--- config.mk ---
export PLATFORM = sky130hd
export DESIGN_NAME = anubis_seq
export DESIGN_NICKNAME = d
export VERILOG_FILES = /design/src/rtl/anubis_seq.sv
export SDC_FILE = /design/constraint.sdc
export NUM_CORES = 1
export LEC_CHECK = 0
export ABC_AREA = 1
export ABC_CLOCK_PERIOD_IN_PS = 2500
export BUFFER_PORTS_ARGS = -buffer_cell sky130_fd_sc_hd__buf_2
export CELL_PAD_IN_SITES_DETAIL_PLACEMENT = 2
export CELL_PAD_IN_SITES_GLOBAL_PLACEMENT = 2
export CORE_MARGIN = 1
export CORE_UTILIZATION = 30
export DETAILED_ROUTE_END_ITERATION = 12
export PLACE_DENSITY = 0.95
export RECOVER_POWER = 25
export SLEW_MARGIN = 20
export SYNTH_ARGS = -nofsm -noshare
export SYNTH_HDL_FRONTEND = slang
export SYNTH_SLANG_ARGS = --single-unit
--- constraint.sdc ---
create_clock -name clk -period 2.5 [get_ports clk]
set_input_delay 0.25 -clock clk [delete_from_list [all_inputs] [get_ports clk]]
set_output_delay 0.25 -clock clk [all_outputs]
set_load 0.02 [all_outputs]
--- src/rtl/anubis_seq.sv ---
// -----------------------------------------------------------------------------
// anubis_seq
//
// Command sequencer placed directly in front of the Anubis_2 cipher core.
// It takes a 128-bit key and a stream of 128-bit data blocks over valid/ready
// handshakes. For each block it drives the core's data_in/order/reset pins
// through the load/run sequence the core needs, then captures the core's
// data_out into a result register with a one-cycle valid strobe.
//
// The core keeps its key schedule between blocks, so the key-load phase (and
// the core reset that starts it) runs only when a new key has arrived since
// the last load.
//
// Ports
//   clk         in   1    single clock, rising edge
//   reset       in   1    synchronous, active-low reset
//   key_in      in   128  key value
//   key_valid   in   1    key strobe, always accepted
//   blk_in      in   128  input data block
//   blk_valid   in   1    block offered
//   blk_ready   out  1    block accepted when blk_valid && blk_ready
//   core_data   out  128  to core data_in
//   core_order  out  2    to core order
//   core_rst    out  1    to core reset (active high on the core side)
//   core_dout   in   128  from core data_out
//   res_data    out  128  captured result, held until the next capture
//   res_valid   out  1    one-cycle pulse in the cycle res_data updates
// -----------------------------------------------------------------------------
module anubis_seq #(
    parameter int KEY_CYCLES = 4,   // key-load cycles incl. the core-reset cycle, 2..31
    parameter int RUN_CYCLES = 15   // cycles with order=10 per block, 1..31
) (
    input  logic         clk,
    input  logic         reset,
    input  logic [127:0] key_in,
    input  logic         key_valid,
    input  logic [127:0] blk_in,
    input  logic         blk_valid,
    output logic         blk_ready,
    output logic [127:0] core_data,
    output logic [1:0]   core_order,
    output logic         core_rst,
    input  logic [127:0] core_dout,
    output logic [127:0] res_data,
    output logic         res_valid
);

    typedef enum logic [1:0] {
        ST_IDLE  = 2'd0,
        ST_KEYLD = 2'd1,
        ST_DATLD = 2'd2,
        ST_RUN   = 2'd3
    } state_t;

    localparam logic [4:0] KEY_LAST = 5'(KEY_CYCLES - 1);
    localparam logic [4:0] RUN_LAST = 5'(RUN_CYCLES - 1);

    localparam logic [1:0] ORD_LOAD_KEY = 2'b00;
    localparam logic [1:0] ORD_LOAD_DAT = 2'b01;
    localparam logic [1:0] ORD_RUN      = 2'b10;

    // State registers
    state_t       state_r;
    logic [4:0]   cnt_r;
    logic [127:0] key_r;
    logic         have_key_r;
    logic         key_dirty_r;
    logic [127:0] blk_r;
    logic [127:0] res_data_r;
    logic         res_valid_r;
    logic         blk_ready_r;
    logic [127:0] core_data_r;
    logic [1:0]   core_order_r;
    logic         core_rst_r;

    // Next-state values
    state_t       state_s;
    logic [4:0]   cnt_s;
    logic [127:0] key_s;
    logic         have_key_s;
    logic         key_dirty_s;
    logic [127:0] blk_s;
    logic [127:0] res_data_s;
    logic         res_valid_s;
    logic         blk_ready_s;
    logic [127:0] core_data_s;
    logic [1:0]   core_order_s;
    logic         core_rst_s;
    logic         accept_s;

    // blk_ready_r already equals (state_r == IDLE) && have_key_r, so the
    // accept decision has no combinational path back to blk_valid's producer.
    assign accept_s = blk_valid && blk_ready_r;

    // Next-state logic: sequencing FSM, key intake and result capture
    always_comb begin
        state_s     = state_r;
        cnt_s       = cnt_r;
        key_s       = key_r;
        have_key_s  = have_key_r;
        key_dirty_s = key_dirty_r;
        blk_s       = blk_r;
        res_data_s  = res_data_r;
        res_valid_s = 1'b0;

        case (state_r)
            ST_IDLE: begin
                if (accept_s) begin
                    blk_s = blk_in;
                    cnt_s = 5'd0;
                    // A key arriving on the accept edge counts as dirty, so
                    // this block is encrypted under the new key.
                    if (key_dirty_r || key_valid) begin
                        state_s = ST_KEYLD;
                    end else begin
                        state_s = ST_DATLD;
                    end
                end else begin
                    state_s = ST_IDLE;
                end
            end

            ST_KEYLD: begin
                if (cnt_r == KEY_LAST) begin
                    state_s     = ST_DATLD;
                    cnt_s       = 5'd0;
                    key_dirty_s = 1'b0;  // a key_valid below on this edge overrides
                end else begin
                    cnt_s = cnt_r + 5'd1;
                end
            end

            ST_DATLD: begin
                state_s = ST_RUN;
                cnt_s   = 5'd0;
            end

            ST_RUN: begin
                if (cnt_r == RUN_LAST) begin
                    state_s     = ST_IDLE;
                    cnt_s       = 5'd0;
                    res_data_s  = core_dout;
                    res_valid_s = 1'b1;
                end else begin
                    cnt_s = cnt_r + 5'd1;
                end
            end

            default: begin
                state_s = ST_IDLE;
                cnt_s   = 5'd0;
            end
        endcase

        // Key intake is independent of state; a key changed while busy only
        // reaches the core at the next key-load phase.
        if (key_valid) begin
            key_s       = key_in;
            key_dirty_s = 1'b1;
            have_key_s  = 1'b1;
        end else begin
            key_s = key_r;
        end
    end

    // Core pin and ready decode from the next state, so the registered pins
    // line up with the state they belong to
    always_comb begin
        core_data_s  = blk_s;
        core_order_s = ORD_LOAD_KEY;
        core_rst_s   = 1'b0;

        case (state_s)
            ST_IDLE: begin
                core_data_s  = blk_s;
                core_order_s = ORD_LOAD_KEY;
            end
            ST_KEYLD: begin
                core_data_s  = key_s;
                core_order_s = ORD_LOAD_KEY;
                core_rst_s   = (cnt_s == 5'd0);
            end
            ST_DATLD: begin
                core_data_s  = blk_s;
                core_order_s = ORD_LOAD_DAT;
            end
            ST_RUN: begin
                core_data_s  = blk_s;
                core_order_s = ORD_RUN;
            end
            default: begin
                core_data_s  = blk_s;
                core_order_s = ORD_LOAD_KEY;
            end
        endcase

        blk_ready_s = (state_s == ST_IDLE) && have_key_s;
    end

    // State and output registers with synchronous active-low reset
    always_ff @(posedge clk) begin
        if (!reset) begin
            state_r      <= ST_IDLE;
            cnt_r        <= 5'd0;
            key_r        <= 128'd0;
            have_key_r   <= 1'b0;
            key_dirty_r  <= 1'b0;
            blk_r        <= 128'd0;
            res_data_r   <= 128'd0;
            res_valid_r  <= 1'b0;
            blk_ready_r  <= 1'b0;
            core_data_r  <= 128'd0;
            core_order_r <= 2'b00;
            core_rst_r   <= 1'b1;   // hold the core in reset while we are
        end else begin
            state_r      <= state_s;
            cnt_r        <= cnt_s;
            key_r        <= key_s;
            have_key_r   <= have_key_s;
            key_dirty_r  <= key_dirty_s;
            blk_r        <= blk_s;
            res_data_r   <= res_data_s;
            res_valid_r  <= res_valid_s;
            blk_ready_r  <= blk_ready_s;
            core_data_r  <= core_data_s;
            core_order_r <= core_order_s;
            core_rst_r   <= core_rst_s;
        end
    end

    assign blk_ready  = blk_ready_r;
    assign core_data  = core_data_r;
    assign core_order = core_order_r;
    assign core_rst   = core_rst_r;
    assign res_data   = res_data_r;
    assign res_valid  = res_valid_r;

endmodule

# [Word-level counts from Yosys, hierarchy flattened]
# Cells that the tools add are included.
[word_totals] ff_bits=526 latch_bits=0 ram_bits=0 romBits=0 inputBits=388 output_inout_bits=261 elab_cells=54 mem_count=0
[classes] n_addsub=1 mul=0 div=0 magnitude_cmp=0 n_eq_ne=8 n_shift=0 n_mux=20 bitwise_logic=0 n_reduce_logical=13
[op_table] operator="$mux W128" n=3
[op_table] operator="$pmux W128 S2" n=1
[op_table] operator="$pmux W5 S4" n=1
[op_table] operator="$mux W5" n=3
[op_table] operator="$eq A2 B2 Y1 const B" n=4
[op_table] operator="$mux W2" n=4
[op_table] operator="$pmux W2 S4" n=1
[op_table] operator="$mux W1" n=6
[op_table] operator="$pmux W2 S3" n=1
[op_table] operator="$reduce_and A2 Y1" n=3
[op_table] operator="$add A5 B1 Y5 const B" n=1
[op_table] operator="$eq A5 B2 Y1 const B" n=1
[op_table] operator="$eq A5 B4 Y1 const B" n=1
[op_table] operator="$logic_not A5 Y1" n=1
[op_table] operator="$eq A2 B1 Y1 const B" n=2
[op_table] operator="$logic_not A2 Y1" n=2
[op_table] operator="$reduce_bool A2 Y1" n=2
[op_table] operator="$reduce_or A3 Y1" n=1
[op_table] operator="$logic_and A1 B1 Y1" n=2
[op_table] operator="$reduce_or A2 Y1" n=1
[op_table] operator="$logic_or A1 B1 Y1" n=1

# [Longest topological paths before layout]
# Gate-level depths: netlist (run 1).
[logic_depth] ltp_word=7 mapped_depth=14 depth_no_buf=12

# [Worst setup path after synthesis (run 1)]
# OpenSTA, ideal clock, no wires.
[synth_path] kind="reg2reg" startpoint="reg cnt_r[1]" endpoint="reg core_data_r[110], in the netlist core_data[110]" setup_ps=113 arrival_ps=1529 required_ps=2387 path_slack_ps=858 path_stages_with_launch=13 n_path_buf=2 period_less_slack_ps=1642 path_cell_list="dfxtp_1 ha_1 inv_1 nor2_1 nand3_1 nand2_1 nor2_4 nand2_4 buf_6 buf_6 nand2_1 nand2_1 nor2_1"
[synth_via] elab_chain_cells=6 elab_cells_between_ends=11 cone_classes="eq/ne (5); mux (4); reduce/logical (2)"
[synth_rtl] item="from (decl)" line_no="64" rtl="logic [4:0] cnt_r;"
[synth_rtl] item="from (signal assigned)" line_no="217" rtl="cnt_r <= cnt_s;"
[synth_rtl] item="$eq A5 B4 Y1 or $eq A5 B2 Y1 (tied branches)" line_no="139, 124"
[synth_rtl] item="$mux W2 (on tied branches)" line_no="139, 124"
[synth_rtl] item="$pmux W2 S4 *" line_no="106" rtl="case (state_r)"
[synth_rtl] item="$eq A2 B2 Y1 or $logic_not A2 Y1 (tied branches)" line_no="173" rtl="case (state_s)"
[synth_rtl] item="$reduce_or A3 Y1 (no source line)"
[synth_rtl] item="$pmux W128 S2 *" line_no="173"
[synth_rtl] item="to (signal assigned)" line_no="225" rtl="core_data_r <= core_data_s;"
[synth_rtl] item="to (decl)" line_no="72" rtl="logic [127:0] core_data_r;"
# Every way passes the cells marked *; elsewhere a longest branch is shown, timed or not.
# A chain may end at the register's enable or synchronous reset.

# [Final worst setup path (run 1)]
[layout_path] startpoint="reg cnt_r[0]" endpoint="reg core_data_r[47], in the netlist core_data[47]"
# The elaborated chain is that of the path after synthesis.

==> flow_summary_export.csv, run 1 <==
group,metric,value,unit
critical_path,cp-end-kind,"flip-flop",
finish,drive_above_1_share,24.9,%
clocking,cts.sinks,526,
hold_path,hold_class,"input port to flip-flop",
critical_path,path_cells,"inv_1, ha_1, inv_1, nor2_1, nand2_2, nand2_2, nand2_2, nor2_4, nand2_8, buf_16, nand2_1, nand2_1, nor2_2",
outcome,outcome,"finished with violations",
grt,grt_start_max_net_pins,129,
floorplanning,core_area,63500,sq um
finish,n_fill_cell,7060,
floorplanning,dieHeight,256,microns
critical_path,crit_buf_inv,3,
synth,synth_cell_types,29,
floorplanning,die_area,65700,sq um
synth,synth_fp_nets,2828,
critical_path,arrival,2990,ps
route,viasPerCell,5.24,
route,wl_per_cell,30.2,microns
power_and_ir_drop,ir_drop,0.000477,V
placed_design,gp_congestion,0.776,
placed_design,place_hpwl,60500,microns
clocking,h-tree-depth,2,
synth,ys.warnings.count,0,
finish,finalInstanceArea,28000,sq um
timing,hold_viol_final,0,
finish,final_core_util,44.1,%
synth,synth_top_area_share,54.2,%
timing,min_period,2500,ps
placed_design,place_area,23400,sq um
clocking,clkLatencyLatePin,620,ps
floorplanning,start_util,30.6,%
route,vias,22000,
synth,synth_area_leaders,"dfxtp_1 54%, nor2_1 15%, mux2i_1 6.6%, o21ai_0 6.1%, nand2_1 5.5%",
grt,antenna_found_initial,27,
timing,period_share,100,%
synth,ys_seq_area_share,54.2,%
critical_path,critical_path.max_stage_delay,340,ps
grt,grt_remaining_overflow,0,
critical_path,cp.required,2990,ps
timing,fin_ws,-4.16,ps
critical_path,worst_path_max_delay_cell,"dfxtp_1",
critical_path,cp_max_fo,38,
synth,syn-cell-area,19400,sq um
placed_design,placedCellCount,3813,
clocking,cts_tree,"yes",
synth,syn_avg_cell_area,7.96,sq um
synth,synth-seq-cells,526,
finish,area_delta_synth_final,44.2,%
grt,grt_pass1_vias,25300,
grt,track_usage,35.8,%
route,wirelength,127000,microns
route,dr.pass1.iters,5,
floorplanning,dieWidth,256,microns
route,dr.first_iter.drc_count,1507,
timing,setup_viol,1,
clocking,cts_made_buffers,58,
timing,max_freq,399,MHz
synth,synthCells,2438,
critical_path,criticalPathCategory,"flip-flop to flip-flop",
clocking,clock-root-buffer,"clkbuf_16",
critical_path,cp_top_family,"simple AND/OR/NAND/NOR gates",
timing,slew_headroom,6.24,%
timing,worstMarginPinSlew,1400,ps
placed_design,numPortBuffers,648,
floorplanning,pin_count,649,
floorplanning,floorplan.rows,92,
route,ant_nets,0,
job,maxCapViolCount,0,
grt,grt_pass1_wl,175000,microns
timing,drv_slew,0,
finish,fin_nets,3671,
finish,stdcell_count,4193,
critical_path,cp-start-kind,"flip-flop",
outcome,violations,"setup timing",
route,drc,0,
clocking,clk_pin_slew,80,ps
timing,skew,34.1,ps
power_and_ir_drop,power.leakage,14.9,nW
critical_path,path_common_cell,"nand2_2",
synth,synth_largest_area_cell,"dfxtp_1",
power_and_ir_drop,powerDensity,796,nW/um^2
clocking,clockBufferDepth,3,
cells in the final DEF, fill, tap and decap left out, types with 3 or more instances in the layout:
| cell | Yosys | routed |
|---|---|---|
| nor2_1 | 782 | 776 |
| clkbuf_1 | 91 | 80 |
| clkbuf_8 | 0 | 18 |
| buf_4 | 3 | 23 |
| nor2_4 | 1 | 4 |
| clkinv_2 | 0 | 11 |
| or2_2 | 93 | 93 |
| inv_1 | 142 | 141 |
| o21ai_1 | 23 | 23 |
| or2_1 | 12 | 12 |
| a21oi_1 | 4 | 4 |
| clkbuf_16 | 0 | 62 |
| buf_16 | 0 | 3 |
| mux2i_1 | 128 | 128 |
| buf_12 | 0 | 10 |
| or2_0 | 23 | 23 |
| bufinv_16 | 0 | 5 |
| nand2_4 | 1 | 3 |
| o21ai_0 | 235 | 235 |
| diode_2 | 0 | 23 |
| nand3_1 | 13 | 13 |
| nor2_2 | 3 | 6 |
| dlygate4sd3_1 | 0 | 245 |
| dfxtp_1 | 526 | 526 |
| clkbuf_2 | 1 | 4 |
| nand2_2 | 3 | 3 |
| buf_2 | 44 | 574 |
| nand2_1 | 283 | 282 |
timing repair:
| item | CTS | global route |
|---|---|---|
| hold buffers | 244 | 1 |
| endpoints found under the setup margin | 0 | 74 |
| endpoints found under the hold margin | 250 | 1 |
| gates resized for setup | 0 | 14 |
| buffers inserted | 0 | 4 |
cells by family after synthesis:
group / count (synthesis) / synth area share [%]
simple gates: 1217 / 25.5
flops: 526 / 54.2
buf+inv: 301 / 6.75
compound gates: 263 / 6.79
mux: 128 / 6.60
fa+ha+maj: 2 / 0.129
xor+xnor: 1 / 0.0451
power by group:
group / switching (W) / internal, W / leakage, nW
clock: 0.00411 / 0.00533 / 0.982
sequential: 0.000283 / 0.00888 / 4.30
combinational: 0.00244 / 0.00123 / 9.62
total: 0.00684 / 0.0154 / 14.9
tightest hold or removal path: stages:
cell and delay (ps):
buf_2 80, nor2_1 60, nor2_1 170
per-stage QoR:
step           power [W]  setup TNS (ps)  hold WS (ps)  setup slack [ps]
2_1_floorplan     0.0109               0           385               858
3_3_place_gp      0.0118               0           459               329
3_5_place_dp      0.0121               0           474               124
4_1_cts           0.0216               0         0.166              56.9
5_1_grt           0.0228            -228          10.8             -98.8
6_report          0.0223           -4.16          2.04             -4.16
cell type report:
class | instances | area (sq um) | area share (%)
Timing Repair Buffer | 937 | 6180 | 22.1
Clock buffer | 84 | 1740 | 6.22
Sequential cell | 526 | 10500 | 37.6
Tap cell | 846 | 1060 | 3.78
Inverter | 145 | 553 | 1.98
Clock inverter | 19 | 234 | 0.836
Antenna cell | 23 | 57.6 | 0.206
Multi-Input combinational cell | 1613 | 7640 | 27.3
per-layer routing:
metal  vias to the layer above  share of wire, %  track usage [%]
met5                         -             0.054                0
met4                        12               9.6             30.4
met3                       589               6.3             7.63
met2                      1264                50             65.1
met1                     10900                34             34.5
li1                       9219                 -                -
worst paths after layout:
path / from / to / slack [ps] / cells past startpoint
setup / recovery: cnt_r[0] / core_data[47] / -4 / 13
hold / removal: core_dout[62] / res_data[62] / 2 / 3
setup reg to reg: cnt_r[0] / core_data[47] / -4 / 13
hold reg to reg: key_r[127] / key_r[127] / 520 / 2
registers in the layout, summed over array words and instances (netlist names):
register and count:
core_data 128, res_valid 1, core_order 2, have_key_r 1, key_r 128, core_rst 1
cnt_r 5, blk_r 128, state_r 2, key_dirty_r 1, res_data 128, blk_ready 1
cell usage after synthesis, drive strengths merged:
library cell	number
inv	145
buf	64
dfxtp	526
nand2	287
nor4	1
mux2i	128
nand3b	1
nor3	1
nor2	786
a21oi	4
or2	128
ha	2
xor2	1
clkbuf	92
o21ai	258
a31oi	1
nand3	13
Power figures use the tool's default switching activity.
==> run 2: changes to the inputs <==
Settings changed: ABC_AREA 1 to default, ABC_CLOCK_PERIOD_IN_PS 2500 to 2800, PLACE_DENSITY 0.95 to 0.89.
Clock period 2.5 ns to 2.8 ns, I/O delays scaled along.
==> flow_summary_export.csv, run 2 <==
group,metric,value,unit
power_and_ir_drop,switchingPower,0.00553,W
timing,skew,43.0,ps
critical_path,path_cells,"nor2b_1, and3_4, buf_12, nand2_1, a21oi_1",
route,dr.first_iter.drc_count,1043,
placed_design,numPortBuffers,648,
critical_path,cp-start-kind,"flip-flop",
grt,antenna_found_initial,29,
floorplanning,core_area,63300,sq um
finish,layout_commonest_cell,"dfxtp_1",
outcome,outcome,"finished with violations",
floorplanning,pin_count,649,
timing,drv_slew,0,
timing,fin_ws,222,ps
critical_path,cp.required,3260,ps
synth,synth_area_leaders,"dfxtp_1 54%, mux2i_1 13%, a211oi_2 7.8%, nand2_1 5.1%, nor2_1 5.1%",
critical_path,critical_path.max_stage_delay,560,ps
clocking,clkLatencyLatePin,600,ps
clocking,cts.sinks,526,
grt,grt_remaining_overflow,0,
job,maxCapViolCount,0,
timing,hold_viol_final,1,
synth,synth_top_area_share,54.5,%
synth,synthFlopType,"dfxtp_1",
synth,synthCells,1900,
finish,register_area,10500,sq um
synth,yosys-top-cells-count,"526 x dfxtp_1, 265 x nand2_1, 263 x nor2_1",
timing,rsz0062_at_grt,"no",
clocking,cts_made_buffers,58,
finish,area_delta_synth_final,46.9,%
route,wirelength,108000,microns
floorplanning,dieWidth,256,microns
clocking,clockBufferDepth,3,
timing,setup_viol,0,
hold_path,hold_class,"input port to flip-flop",
grt,grt_pass1_wl,156000,microns
finish,n_fill_cell,6605,
finish,fin_nets,3205,
placed_design,gp_congestion,0.885,
grt,grt_pass1_vias,22500,
timing,holdWs,-7.82,ps
critical_path,criticalPathCategory,"flip-flop to flip-flop",
timing,max_freq,388,MHz
clocking,clk_pin_slew,70,ps
route,wl_met2,56500,microns
power_and_ir_drop,swShare,28.7,%
power_and_ir_drop,powerDensity,678,nW/um^2
critical_path,cp_top_family,"simple AND/OR/NAND/NOR gates",
synth,syn-cell-area,19300,sq um
synth,ys_seq_area_share,54.5,%
placed_design,dp_worst_setup_slack,446,ps
critical_path,arrival,3040,ps
power_and_ir_drop,ir_drop,0.000497,V
power_and_ir_drop,p_int,0.0137,W
route,dr.pass1.iters,5,
synth,synth-edff-count,0,
synth,synth_cell_types,37,
route,wl_per_cell,28.8,microns
synth,synthArstFlopShare,0,%
synth,ys.warnings.count,0,
finish,final_cell_mix,"526 x dfxtp_1, 471 x buf_2, 331 x dlygate4sd3_1",
critical_path,crit_buf_inv,1,
route,vias,18900,
floorplanning,dieHeight,256,microns
synth,synth_largest_area_cell,"dfxtp_1",
floorplanning,start_util,30.5,%
critical_path,worst_path_max_delay_cell,"and3_4",
clocking,cts_tree,"yes",
timing,slew_headroom,40.3,%
grt,grt_start_max_net_pins,91,
clocking,h-tree-depth,2,
timing,min_period,2580,ps
grt,track_usage,31.8,%
critical_path,cp_max_fo,56,
route,wirelength_met1,38400,microns
route,drc,0,
synth,synth_fp_nets,2290,
route,viasPerCell,5.07,
route,ant_nets,0,
finish,multi_input_comb_area,7950,sq um
power_and_ir_drop,power.leakage,12.0,nW
synth,synth_most_common_cell,"dfxtp_1",
floorplanning,die_area,65400,sq um
timing,worstMarginPinSlew,895,ps
power_and_ir_drop,power.share.clock,42.3,%
clocking,clock-root-buffer,"clkbuf_16",
synth,syn_avg_cell_area,10.2,sq um
critical_path,cp-end-kind,"flip-flop",
outcome,violations,"hold timing",
placed_design,place_hpwl,55100,microns
route,wl_met3,5470,microns
power_and_ir_drop,pwr-share-comb,15.5,%
synth,synth-seq-cells,526,
timing,fin_tns_setup,0,ps
timing,period_share,92.1,%
floorplanning,floorplan.rows,92,
route,dr.max_layer_used,"met5",
finish,drive_above_1_share,25.5,%
power_and_ir_drop,seq_power_share,42.2,%
run 2: cell types whose count changed after synthesis, moves of 121 or more:
cell	before	now
and3_1	0	131
nor2_1	782	263
a21oi_1	4	135
mux2i_1	128	256
a211oi_2	0	121
inv_1	142	3
o21ai_0	235	1
run 2: cells by family after synthesis:
kind of cell | count (synthesis) | share of synthesized area (%)
AOI/OAI and AO/OA | 273 | 12.2
muxes | 256 | 13.3
xor gates and xnor gates | 3 | 0.136
buffers and inverters | 163 | 4.64
adders and majority gates | 2 | 0.129
and+or+nand+nor | 677 | 15.2
DFF | 526 | 54.5
run 2: worst paths after layout:
| kind | from | endpoint | slack [ps] | cells after the start |
|---|---|---|---|---|
| setup / recovery | state_r[0] | res_data[56] | 220 | 5 |
| setup reg to reg | state_r[0] | res_data[56] | 220 | 5 |
| hold / removal | blk_in[14] | blk_r[14] | -8 | 3 |
| hold reg to reg | res_data[7] | res_data[7] | 480 | 2 |
run 2: timing repair:
item | in CTS | in global routing
gates resized for setup | 0 | 0
buffers inserted | 0 | 0
hold buffers | 330 | 1
hold endpoints to repair | 331 | 1
setup endpoints to repair | 0 | 0
run 2: area by class of cell:
cell class              count  share of cell area, %
diodes                     26                  0.229
clock buffers              84                   5.92
clock inverters            24                  0.934
inverters                   4                 0.0793
multi-input cells        1211                   28.0
flip-flops and latches    526                   37.1
well taps                 846                   3.73
repair buffers           1014                   24.0
run 2: routing by layer:
metal	vias up	global-route usage, %
li1	8312	-
met1	9425	31.6
met2	855	59.4
met3	343	6.85
met4	8	20.2
met5	-	0
run 2: power groups by stage:
stage | clock, W | combinational [W] | sequential [W]
4_1_cts | 0.00805 | 0.00286 | 0.00805
2_1_floorplan | 0 | 0.00121 | 0.00842
3_3_place_gp | 0 | 0.00229 | 0.00818
5_1_grt | 0.00853 | 0.00311 | 0.00813
6_report | 0.00815 | 0.00299 | 0.00812
3_5_place_dp | 0 | 0.00242 | 0.00821
run 2: worst min-delay path, stage by stage:
cell and delay [ps]:
buf_2 80, mux2i_1 100, nor2_1 100
run 2: through the flow:
| stage | power (W) | instance area (sq um) | instances | hold WS [ps] | util [%] |
|---|---|---|---|---|---|
| 6_report | 0.0193 | 28400 | 3735 | -7.82 | 44.8 |
| 5_1_grt | 0.0198 | 28400 | 3734 | 3.11 | 44.8 |
| 4_1_cts | 0.0190 | 28500 | 3708 | 0.110 | 45.1 |
| 3_5_place_dp | 0.0106 | 23300 | 3270 | 451 | 36.8 |
| 3_3_place_gp | 0.0105 | 23300 | 3270 | 439 | 36.8 |
| 2_1_floorplan | 0.00964 | 19300 | 1900 | 360 | - |
==> run 3: changes to the inputs <==
Settings changed: ABC_CLOCK_PERIOD_IN_PS 2800 to default.
Clock period 2.8 ns to 2.6 ns, I/O delays scaled along.
==> flow_summary_export.csv, run 3 (synthesis gave the netlist of run 2 again) <==
group,metric,value,unit
critical_path,cp-start-kind,"flip-flop",
critical_path,cp_max_fo,76,
grt,track_usage,33.4,%
finish,fin_nets,3230,
timing,drv_slew,0,
critical_path,reg2reg_slack,-7,ps
power_and_ir_drop,ir_drop,0.000731,V
outcome,violations,"setup timing",
grt,grt_pass1_wl,163000,microns
timing,rsz0062_at_grt,"no",
grt,grt_start_max_net_pins,77,
outcome,outcome,"finished with violations",
timing,hold_viol_final,0,
timing,worstMarginPinSlew,1260,ps
floorplanning,pin_count,649,
finish,area_delta_synth_final,48.4,%
hold_path,hold_class,"input port to flip-flop",
floorplanning,dieWidth,256,microns
critical_path,reg2reg_to,"core_data[44]",
finish,final_cell_mix,"525 x dfxtp_1, 472 x buf_2, 354 x dlygate4sd3_1",
timing,skew,44.8,ps
floorplanning,start_util,30.5,%
clocking,post_cts_buffers,0,
placed_design,numPortBuffers,648,
route,wl_met2,59100,microns
route,dr.pass1.iters,7,
critical_path,crit_end,"core_data[44]",
route,dr.max_layer_used,"met5",
finish,final_core_util,45.3,%
route,wirelength_met1,38700,microns
grt,grt_pass1_vias,22800,
placed_design,place_hpwl,55300,microns
critical_path,cp-end-kind,"flip-flop",
finish,layout_commonest_cell,"dfxtp_1",
timing,holdWs,5.17,ps
power_and_ir_drop,power.leakage,12.1,nW
floorplanning,dieHeight,256,microns
route,ant_nets,0,
floorplanning,core_area,63300,sq um
job,maxCapViolCount,0,
route,dr.first_iter.drc_count,1023,
route,vias,19300,
route,viasPerCell,5.14,
critical_path,crit_start,"cnt_r[0]",
clocking,clock-root-buffer,"clkbuf_16",
route,wl_per_cell,30.1,microns
clocking,cts_made_buffers,57,
route,wirelength,113000,microns
clocking,clkLatencyLatePin,630,ps
critical_path,cp.required,3070,ps
clocking,clockBufferDepth,3,
timing,slew_headroom,16.2,%
clocking,h-tree-depth,2,
clocking,cts.sinks,526,
timing,max_freq,384,MHz
critical_path,rr_startpoint,"cnt_r[0]",
timing,min_period,2610,ps
route,drc,0,
placed_design,gp_congestion,0.894,
critical_path,arrival,3080,ps
route,wl_met3,6240,microns
timing,fin_ws,-7.44,ps
critical_path,rr_worst_depth,6,
timing,period_share,100,%
floorplanning,floorplan.rows,92,
critical_path,criticalPathCategory,"flip-flop to flip-flop",
floorplanning,die_area,65400,sq um
grt,grt_remaining_overflow,0,
clocking,clk_pin_slew,80,ps
power_and_ir_drop,powerDensity,728,nW/um^2
clocking,cts_tree,"yes",
finish,drive_above_1_share,25.5,%
grt,antenna_found_initial,25,
timing,setup_viol,1,
[run 3: worst min path at each step]
| stage | slack [ps] | from | endpoint | depth (start not counted) |
|---|---|---|---|---|
| final | 5 | blk_in[22] | blk_r[22] | 3 |
| after global routing | 0.2 | core_dout[11] | res_data[11] | 3 |
| after CTS | 0.6 | blk_in[57] | blk_r[57] | 3 |
| after detailed placement | 450 | res_data[75] | res_data[75] | 2 |
| after global placement | 440 | res_data[113] | res_data[113] | 2 |
| after floorplan | 340 | reset | core_rst | 1 |
[run 3: stage by stage]
step	cells	area (sq um)	TNS (ps)	power, W	worst slack (ps)
after CTS	3730	28800	0	0.0204	197
final	3752	28700	-7.44	0.0209	-7.44
after floorplan	1900	19300	0	0.0104	835
after global placement	3273	23300	0	0.0113	398
after detailed placement	3273	23300	0	0.0114	219
after global routing	3751	28700	0	0.0214	9.48
[run 3: layer usage]
layer | up-vias | track usage [%]
met2 | 896 | 61.9
met4 | 10 | 24.1
met5 | - | 0
met1 | 9630 | 32.2
met3 | 397 | 8.13
li1 | 8352 | -
[run 3: final cells by class]
| class | count | area (sq um) |
|---|---|---|
| inverter | 4 | 22.5 |
| antenna | 21 | 52.6 |
| multi-input combinational | 1211 | 7970 |
| timing repair buffer | 1040 | 7110 |
| fill | 6689 | 34600 |
| sequential | 526 | 10500 |
| tap | 846 | 1060 |
| clock buffer | 85 | 1690 |
| clock inverter | 19 | 241 |
[run 3: worst max-delay path, cell delays in order, from the launching register on]
cell	delay, ps
dfxtp_1	360
ha_1	320
nor4b_4	190
a22oi_4	490
nand2_4	150
buf_16	230
a211oi_2	560
[run 3: power by group]
part | internal, W | switching, W | total, W
Sequential | 0.00851 | 0.000247 | 0.00875
Combinational | 0.00130 | 0.00200 | 0.00330
Clock | 0.00500 | 0.00383 | 0.00883
[run 3: timing repair]
item	in CTS	in global routing
setup endpoints to repair	0	18
resized for setup	0	7
hold endpoints to repair	355	1
hold buffers	353	1
